===== src/rtl/multicycle_sequencer.sv =====
// Multi-cycle control FSM for the 16-bit CPU: sequences fetch, decode, execute, memory
// and write-back over one shared memory port and a variable-latency mul/div unit.
module multicycle_sequencer #(
    parameter int WAIT_LIMIT = 64
) (
    input  logic        clk,
    input  logic        rst,
    input  logic [3:0]  opcode,
    input  logic        lt_flag,
    input  logic        mem_ready,
    input  logic        md_done,
    output logic        mem_req,
    output logic        mem_we,
    output logic        iord,
    output logic        ir_write,
    output logic        mdr_write,
    output logic        pc_write,
    output logic        pc_src,
    output logic        md_start,
    output logic        reg_dst,
    output logic        alu_src,
    output logic        mem_to_reg,
    output logic        reg_write,
    output logic        ext_op,
    output logic [2:0]  alu_ctr,
    output logic        illegal_op,
    output logic        timeout_err,
    output logic [15:0] retired,
    output logic [2:0]  state
);
    // state  | meaning
    // FETCH  | read instruction at PC; load IR and PC+1 on mem_ready
    // DECODE | latch opcode, reject undefined opcodes
    // EXEC   | ALU operation, branch resolve, mul/div launch
    // MDWAIT | wait for mul/div result
    // MEM    | data access for lw/sw at ALU address
    // WB     | register file write
    localparam logic [2:0] FETCH  = 3'd0;
    localparam logic [2:0] DECODE = 3'd1;
    localparam logic [2:0] EXEC   = 3'd2;
    localparam logic [2:0] MDWAIT = 3'd3;
    localparam logic [2:0] MEM    = 3'd4;
    localparam logic [2:0] WB     = 3'd5;

    localparam logic [3:0] OP_ADD  = 4'd0;
    localparam logic [3:0] OP_SUB  = 4'd1;
    localparam logic [3:0] OP_MUL  = 4'd2;
    localparam logic [3:0] OP_DIV  = 4'd3;
    localparam logic [3:0] OP_ORI  = 4'd4;
    localparam logic [3:0] OP_NOR  = 4'd5;
    localparam logic [3:0] OP_NAND = 4'd6;
    localparam logic [3:0] OP_SW   = 4'd7;
    localparam logic [3:0] OP_LW   = 4'd8;
    localparam logic [3:0] OP_BLT  = 4'd9;

    localparam int CW = $clog2(WAIT_LIMIT);
    localparam logic [CW-1:0] CNT_LOAD = CW'(WAIT_LIMIT - 1);

    logic [2:0]    stateReg;
    logic [2:0]    stateNext;
    logic [3:0]    opLatched;
    logic [CW-1:0] waitCnt;
    logic [15:0]   retiredCnt;
    logic          active;
    logic          retireInc;

    logic          isLw;
    logic          isSw;
    logic          isMulDiv;
    logic          isRType;
    logic          usesImm;
    logic [2:0]    aluCode;
    logic          dpActive;
    logic          waiting;
    logic          readyHere;
    logic          timeoutHit;

    assign isLw     = (opLatched == OP_LW);
    assign isSw     = (opLatched == OP_SW);
    assign isMulDiv = (opLatched == OP_MUL) || (opLatched == OP_DIV);
    assign isRType  = (opLatched == OP_ADD) || (opLatched == OP_SUB) || isMulDiv ||
                      (opLatched == OP_NOR) || (opLatched == OP_NAND);
    assign usesImm  = (opLatched == OP_ORI) || isLw || isSw;
    assign aluCode  = (isLw || isSw) ? 3'b000 : opLatched[2:0];

    // active stays low for the first cycle after reset so nothing moves until then
    assign dpActive = active && ((stateReg == EXEC) || (stateReg == MDWAIT) ||
                                 (stateReg == MEM)  || (stateReg == WB));
    assign waiting  = active && ((stateReg == FETCH) || (stateReg == MEM) ||
                                 (stateReg == MDWAIT));
    assign readyHere = (stateReg == MDWAIT) ? md_done : mem_ready;

    // down-counter hits zero on the WAIT_LIMIT-th cycle; a late ready still wins
    assign timeoutHit = waiting && !readyHere && (waitCnt == '0);

    always_comb begin
        stateNext   = stateReg;
        retireInc   = 1'b0;
        mem_req     = 1'b0;
        mem_we      = 1'b0;
        iord        = 1'b0;
        ir_write    = 1'b0;
        mdr_write   = 1'b0;
        pc_write    = 1'b0;
        pc_src      = 1'b0;
        md_start    = 1'b0;
        reg_write   = 1'b0;
        illegal_op  = 1'b0;
        timeout_err = timeoutHit;
        reg_dst     = dpActive & isRType;
        alu_src     = dpActive & usesImm;
        ext_op      = dpActive & (isLw | isSw);
        mem_to_reg  = dpActive & isLw;
        alu_ctr     = dpActive ? aluCode : 3'b000;

        if (active) begin
            case (stateReg)
                FETCH: begin
                    mem_req = !timeoutHit;
                    if (mem_ready) begin
                        ir_write  = 1'b1;
                        pc_write  = 1'b1;
                        stateNext = DECODE;
                    end
                end
                DECODE: begin
                    if (opcode > OP_BLT) begin
                        illegal_op = 1'b1;
                        stateNext  = FETCH;
                    end else begin
                        stateNext = EXEC;
                    end
                end
                EXEC: begin
                    if (isMulDiv) begin
                        md_start  = 1'b1;
                        stateNext = MDWAIT;
                    end else if (isLw || isSw) begin
                        stateNext = MEM;
                    end else if (opLatched == OP_BLT) begin
                        pc_write  = lt_flag;
                        pc_src    = lt_flag;
                        retireInc = 1'b1;
                        stateNext = FETCH;
                    end else begin
                        stateNext = WB;
                    end
                end
                MDWAIT: begin
                    if (md_done) begin
                        stateNext = WB;
                    end else if (timeoutHit) begin
                        stateNext = FETCH;
                    end
                end
                MEM: begin
                    mem_req = !timeoutHit;
                    iord    = 1'b1;
                    mem_we  = isSw && !timeoutHit;
                    if (mem_ready) begin
                        if (isLw) begin
                            mdr_write = 1'b1;
                            stateNext = WB;
                        end else begin
                            retireInc = 1'b1;
                            stateNext = FETCH;
                        end
                    end else if (timeoutHit) begin
                        stateNext = FETCH;
                    end
                end
                WB: begin
                    reg_write = 1'b1;
                    retireInc = 1'b1;
                    stateNext = FETCH;
                end
                default: stateNext = FETCH;
            endcase
        end
    end

    always_ff @(posedge clk or posedge rst) begin
        if (rst) begin
            stateReg   <= FETCH;
            active     <= 1'b0;
            opLatched  <= '0;
            waitCnt    <= CNT_LOAD;
            retiredCnt <= '0;
        end else begin
            active   <= 1'b1;
            stateReg <= stateNext;
            if (active && (stateReg == DECODE)) begin
                opLatched <= opcode;
            end
            if ((stateNext != stateReg) || timeoutHit) begin
                waitCnt <= CNT_LOAD;
            end else if (waiting) begin
                waitCnt <= waitCnt - CW'(1);
            end
            if (retireInc) begin
                retiredCnt <= retiredCnt + 16'd1;
            end
        end
    end

    assign retired = retiredCnt;
    assign state   = stateReg;

endmodule


===== config.mk =====
export PLATFORM = sky130hd
export DESIGN_NAME = multicycle_sequencer
export DESIGN_NICKNAME = d
export VERILOG_FILES = /design/src/rtl/multicycle_sequencer.sv
export SDC_FILE = /design/constraint.sdc
export NUM_CORES = 1
export LEC_CHECK = 0
export ABC_AREA = 1
export CAP_MARGIN = 20
export CORE_ASPECT_RATIO = 1.1
export CORE_MARGIN = 10
export CORE_UTILIZATION = 50
export DETAILED_ROUTE_END_ITERATION = 6
export GPL_ROUTABILITY_DRIVEN = 0
export GPL_TIMING_DRIVEN = 0
export HOLD_SLACK_MARGIN = 0.05
export MAX_ROUTING_LAYER = met4
export PLACE_DENSITY = 0.84
export SETUP_SLACK_MARGIN = 0.4
export SKIP_LAST_GASP = 1
export SYNTH_ARGS = -nofsm -noshare
export SYNTH_HDL_FRONTEND = slang
export SYNTH_SLANG_ARGS = --single-unit
export TNS_END_PERCENT = 20

===== constraint.sdc =====
create_clock -name clk -period 4.5 [get_ports clk]
set_input_delay 0.675 -clock clk [delete_from_list [all_inputs] [get_ports clk]]
set_output_delay 0.675 -clock clk [all_outputs]
set_load 0.03 [all_outputs]

# Word-level counts from Yosys, hierarchy flattened
# Index checks and enable logic that the tools add are counted.
[op_classes]
n_addsub = 2
n_mul = 0
div = 0
n_lt_le_gt_ge = 1
n_eq_ne = 15
n_shift = 0
mux = 51
bitwise = 5
n_reduce_logical = 27
[op_table]
columns = ["op", "n"]
rows = [
  ["1-bit 2-to-1 mux", 34],
  ["3-bit 2-to-1 mux", 11],
  ["16-bit by 1-bit adder with 16-bit output (second input constant)", 1],
  ["4-bit by 3-bit == test with 1-bit output (second input constant)", 4],
  ["3-bit case mux with 5 select lines", 1],
  ["1-bit logical OR", 14],
  ["6-bit 2-to-1 mux", 2],
  ["4-bit by 2-bit == test with 1-bit output (second input constant)", 2],
  ["4-bit == test (second input constant)", 2],
  ["3-bit by 2-bit == test with 1-bit output (second input constant)", 2],
  ["3-bit == test (second input constant)", 2],
  ["1-bit logical AND", 6],
  ["6-bit logical NOT", 1],
  ["6-bit by 1-bit subtractor with 6-bit output (second input constant)", 1],
  ["1-bit bitwise AND", 4],
  ["4-bit by 1-bit == test with 1-bit output (second input constant)", 1],
  ["4-bit > comparator (second input constant)", 1],
  ["4-bit logical NOT", 1],
  ["3-bit by 1-bit == test with 1-bit output (second input constant)", 1],
  ["3-bit logical NOT", 1],
  ["3-bit != test", 1],
  ["1-bit case mux with 3 select lines", 1],
  ["1-bit logical NOT", 2],
  ["2-bit 2-to-1 mux", 1],
  ["other kinds (4)", 4],
]
[word_totals]
reg_bits = 30
latch_bits = 0
ram_bits = 0
mem_bits_ro = 0
inputBits = 9
out_inout_bits = 37
memories = 0

# Depth between registers and ports, before layout
[logic_depth]
depth_word = 13
depth_mapped = 13
ltp_nobuf = 13

# Worst setup path before layout
# OpenSTA, ideal clock, no wires.
[synth_timing]
path_kind = "register -> output"
start = "reg stateReg[2], in the netlist state[2]"
end = "out pc_write"
arrival_time_ns = 2.187
setup_slack_ns = 1.638
stages_incl_launch_ff = 7
path_buffers = 0
cell_sequence = "dfrtp_1 inv_2 nand2_2 nor2_4 nand4_1 nor3b_1 or2_2"
[synth_via]
elab_chain_len = 3
[synth_rtl]
columns = ["element", "line_no", "text"]
rows = [
  ["start: declaration", "59", "logic [2:0] stateReg;"],
  ["start signal: assignment", "191", "stateReg <= stateNext;"],
  ["3-bit by 2-bit == test with 1-bit output or 3-bit logical NOT (tied branches)", "117", "case (stateReg)"],
  ["1-bit case mux with 2 select lines (*)", "117", ""],
  ["1-bit 2-to-1 mux (*)", "116", "if (active) begin"],
  ["end: declaration", "17", "output logic pc_write,"],
]
# Every way passes the cells marked *; elsewhere a longest branch is shown, timed or not.

# Worst setup path in the final report
[layout_timing]
start = "in md_done"
end = "out mem_req"
[layout_via]
elab_chain_len = 7
[layout_rtl]
columns = ["element", "line_no", "text"]
rows = [
  ["start: declaration", "11", "input logic md_done,"],
  ["1-bit 2-to-1 mux", "91", "assign readyHere = (stateReg == MDWAIT) ? md_done : mem_ready;"],
  ["1-bit logical NOT", "94", "assign timeoutHit = waiting && !readyHere && (waitCnt == '0);"],
  ["1-bit logical AND (2 in a row)", "94", ""],
  ["1-bit logical NOT", "119, 157", ""],
  ["1-bit 2-to-1 mux", "n/a", ""],
  ["1-bit 2-to-1 mux", "116", ""],
  ["end: declaration", "12", "output logic mem_req,"],
]
# Every way passes these cells.

==> metrics.txt <==
Critical R2R Launch state[2]; final hold vios 0; first drt pass iteration count 4; setup ws final 1.391 ns; Worst Hold Class reg2reg; area of the die around 6700 sq um; wire per inst ~13 um; worst slew pin tran 0.4999 ns; Synth warnings 0; setup TNS 0 ns; final net count roughly 300; clk sinks 30; area taken by flip-flops and latches 758.2 sq um; Hold Worst Slack 0.5007 ns; status completed; Rows 23; global routing usage on met2 23.95%; Finished Layout Cells 343; HP Start retired[15]; Req. time, crit path 3.83 ns; hpwl dp 3.382 mm; grt total ovfl 0; drt via density about 5.2; largest net degree at the start of global routing 31; Setup crit start kind input port; Netlist Area Pre-Place between 1500 and 2000 sq um; CTS Buf Count 5; Mean Syn Cell Area between 7 and 8 sq um; Fmax 0.3216 GHz; clock tree buffer depth 2; Vias about 1800; Pleak 0.001208 uW; Area Overhead vs Synth 32.85%; final setup fails 0; placed cells around 330; sequential fraction of the synthesis area 39.97%; PwrDens ~500 nW/um^2; Total Wirelength between 4 and 5 mm; Core Area 3655 sq um; CTS tree done; Setup crit start md_done; min Tclk post-route 3.109 ns; n_diodes 0; GRT Overall Usage 14.63%; initial antenna violation count 0; PostCTS Resize Cnt 0; Post-synth EDFFs 0; Clock Tree Root clkbuf_8; Clock transition at path regs 0.06 ns; synthesized instance count 239; path type of the worst setup path in2out; worst-path fanout max 5; Starting Density about half; Synth cell types 32; first-pass GRT wire length 7.824 mm; pre-CTS worst setup slack between 1 and 1.5 ns; Crit path arrival time around 2.4 ns; # port buffers 45; GR peak layer met2; Max Slew Vio Count 0; Syn Nets roughly 250; layout cells sized above 1 13.65%; worst-skew pair later-pin latency 0.28 ns; Die Wd between 70 and 80 um; Seq cells post-synth 30; # Post-CTS Setup Buffers 0; post-synthesis async set-or-reset flop share 100.0%; clock skew 0.005305 ns; Initial DRC Count 134; Tcrit/Tclk final 69.10%; relative slew slack 66.45%; vias in the first global route roughly 1700; Worst Setup End Kind output port; Peak supply drop between 0.4 and 0.5 mV; Die H 84.60 um; RSZ-0062 raised after global routing no; Residual DRC 0; Max-Cap Viols 0; H-tree depth 2; GR Util met1 16.29%; multi-input gate area in the final layout roughly 1000 sq um; Hold-fix buffers, CTS 0; met3 Use GR 4.051%; Synth Flop Type dfrtp_1; # IOs 46; filler cell count 298; number of routed nets with antenna violations 0
-- synthesized netlist by cell type (4+ instances only) --
library cell | number | area, sq um
a21oi_1 | 4 | 20.02
xnor2_1 | 10 | 87.58
nand3_1 | 19 | 95.09
inv_1 | 32 | 120.1
nor3_1 | 5 | 25.02
dfrtp_1 | 24 | 600.6
dfstp_2 | 6 | 157.7
o21ai_0 | 11 | 55.05
nand2_1 | 52 | 195.2
nand4_1 | 11 | 68.82
xor2_1 | 9 | 78.83
nor2_1 | 17 | 63.81
nor2_4 | 6 | 67.56
-- cells in the final DEF (no fill, tap or decap) --
| cell | netlist | layout |
|---|---|---|
| o22ai_1 | 1 | 1 |
| conb_1 | 1 | 1 |
| buf_4 | 1 | 1 |
| nand2_4 | 2 | 2 |
| clkbuf_1 | 1 | 2 |
| clkbuf_8 | 0 | 5 |
| dfstp_2 | 6 | 6 |
| nor3b_1 | 1 | 1 |
| dfrtp_1 | 24 | 24 |
| a211oi_1 | 1 | 1 |
| nor4_1 | 3 | 3 |
| clkinv_2 | 0 | 2 |
| nor2_2 | 3 | 3 |
| or2_2 | 3 | 3 |
| nand4_1 | 11 | 11 |
| nand3_1 | 19 | 19 |
| clkinv_1 | 1 | 1 |
| mux2_2 | 1 | 1 |
| nand3_2 | 3 | 3 |
| inv_1 | 32 | 32 |
| ha_1 | 3 | 3 |
| nand2_2 | 3 | 3 |
| xor2_1 | 9 | 9 |
| nand4_2 | 1 | 1 |
| nand2_1 | 52 | 52 |
| inv_2 | 2 | 2 |
| o21ai_0 | 11 | 11 |
| clkdlybuf4s50_1 | 0 | 45 |
| buf_16 | 0 | 1 |
| a21oi_1 | 4 | 4 |
| nor2_4 | 6 | 6 |
| xnor2_1 | 10 | 10 |
| nand3b_4 | 1 | 1 |
| nor2_1 | 17 | 17 |
| nor3_1 | 5 | 5 |
| o21ai_1 | 1 | 1 |
-- routing by layer --
metal  vias to the layer above  share of wire, %
li1                        879                 -
met1                       835                43
met4                         0               1.8
met5                         -                 0
met2                        60                49
met3                        13               6.3
-- power by group --
part	switching, uW	internal, uW	total (uW)
Combinational	425	238	663
Sequential	67.0	330	397
Clock	96.8	107	204
Total	589	675	1260
-- cell type report --
class	instances	area share (%)
Tap cell	50	2.483
Buffer	2	0.4469
Clock inverter	2	0.3972
Multi-Input combinational cell	172	39.52
Sequential cell	30	30.09
Inverter	35	5.213
Clock buffer	6	2.880
Timing Repair Buffer	46	18.97
-- sequential cells by signal (all words and copies together), names as in the netlist --
register,cells
waitCnt,6
retired,16
opLatched,4
active,1
state,3
-- stage by stage --
stage               utilization (%)  cell area [sq um]  power, uW
finish                        68.95               2520       1264
global route                  68.95               2520       1373
CTS                           68.20               2492       1269
detailed placement            65.94               2410       1057
global placement              65.94               2410       1043
floorplan                         -               1897      847.4
-- cells by family after synthesis --
kind of cell             count (synthesis)  synth area share [%]
AND/OR/NAND/NOR                        130                 36.02
buffers and inverters                   37                 7.520
flip-flops                              30                 39.97
XOR/XNOR                                19                 8.773
AO/OA/AOI/OAI                           18                 4.947
adder cells (fa/ha/maj)                  3                 1.979
other                                    1                0.1977
multiplexers                             1                0.5936
-- critical path: stages --
cell	delay (ns)
clkdlybuf4s50_1	0.50
nand4_1	0.21
nand4_2	0.22
nand3_1	0.08
inv_1	0.07
clkdlybuf4s50_1	0.67
-- final timing paths --
| check | slack, ns | to | depth (start not counted) |
|---|---|---|---|
| worst max-delay path | 1.39 | mem_req | 6 |
| worst min-delay path | 0.50 | retired[15] | 2 |
| worst max register to register | 2.57 | retired[15] | 12 |
| worst min register to register | 0.50 | retired[15] | 2 |
| max in group asynchronous | 3.41 | waitCnt[0] | 3 |
| min in group asynchronous | 0.85 | waitCnt[5] | 2 |
Power figures use the tool's default switching activity.
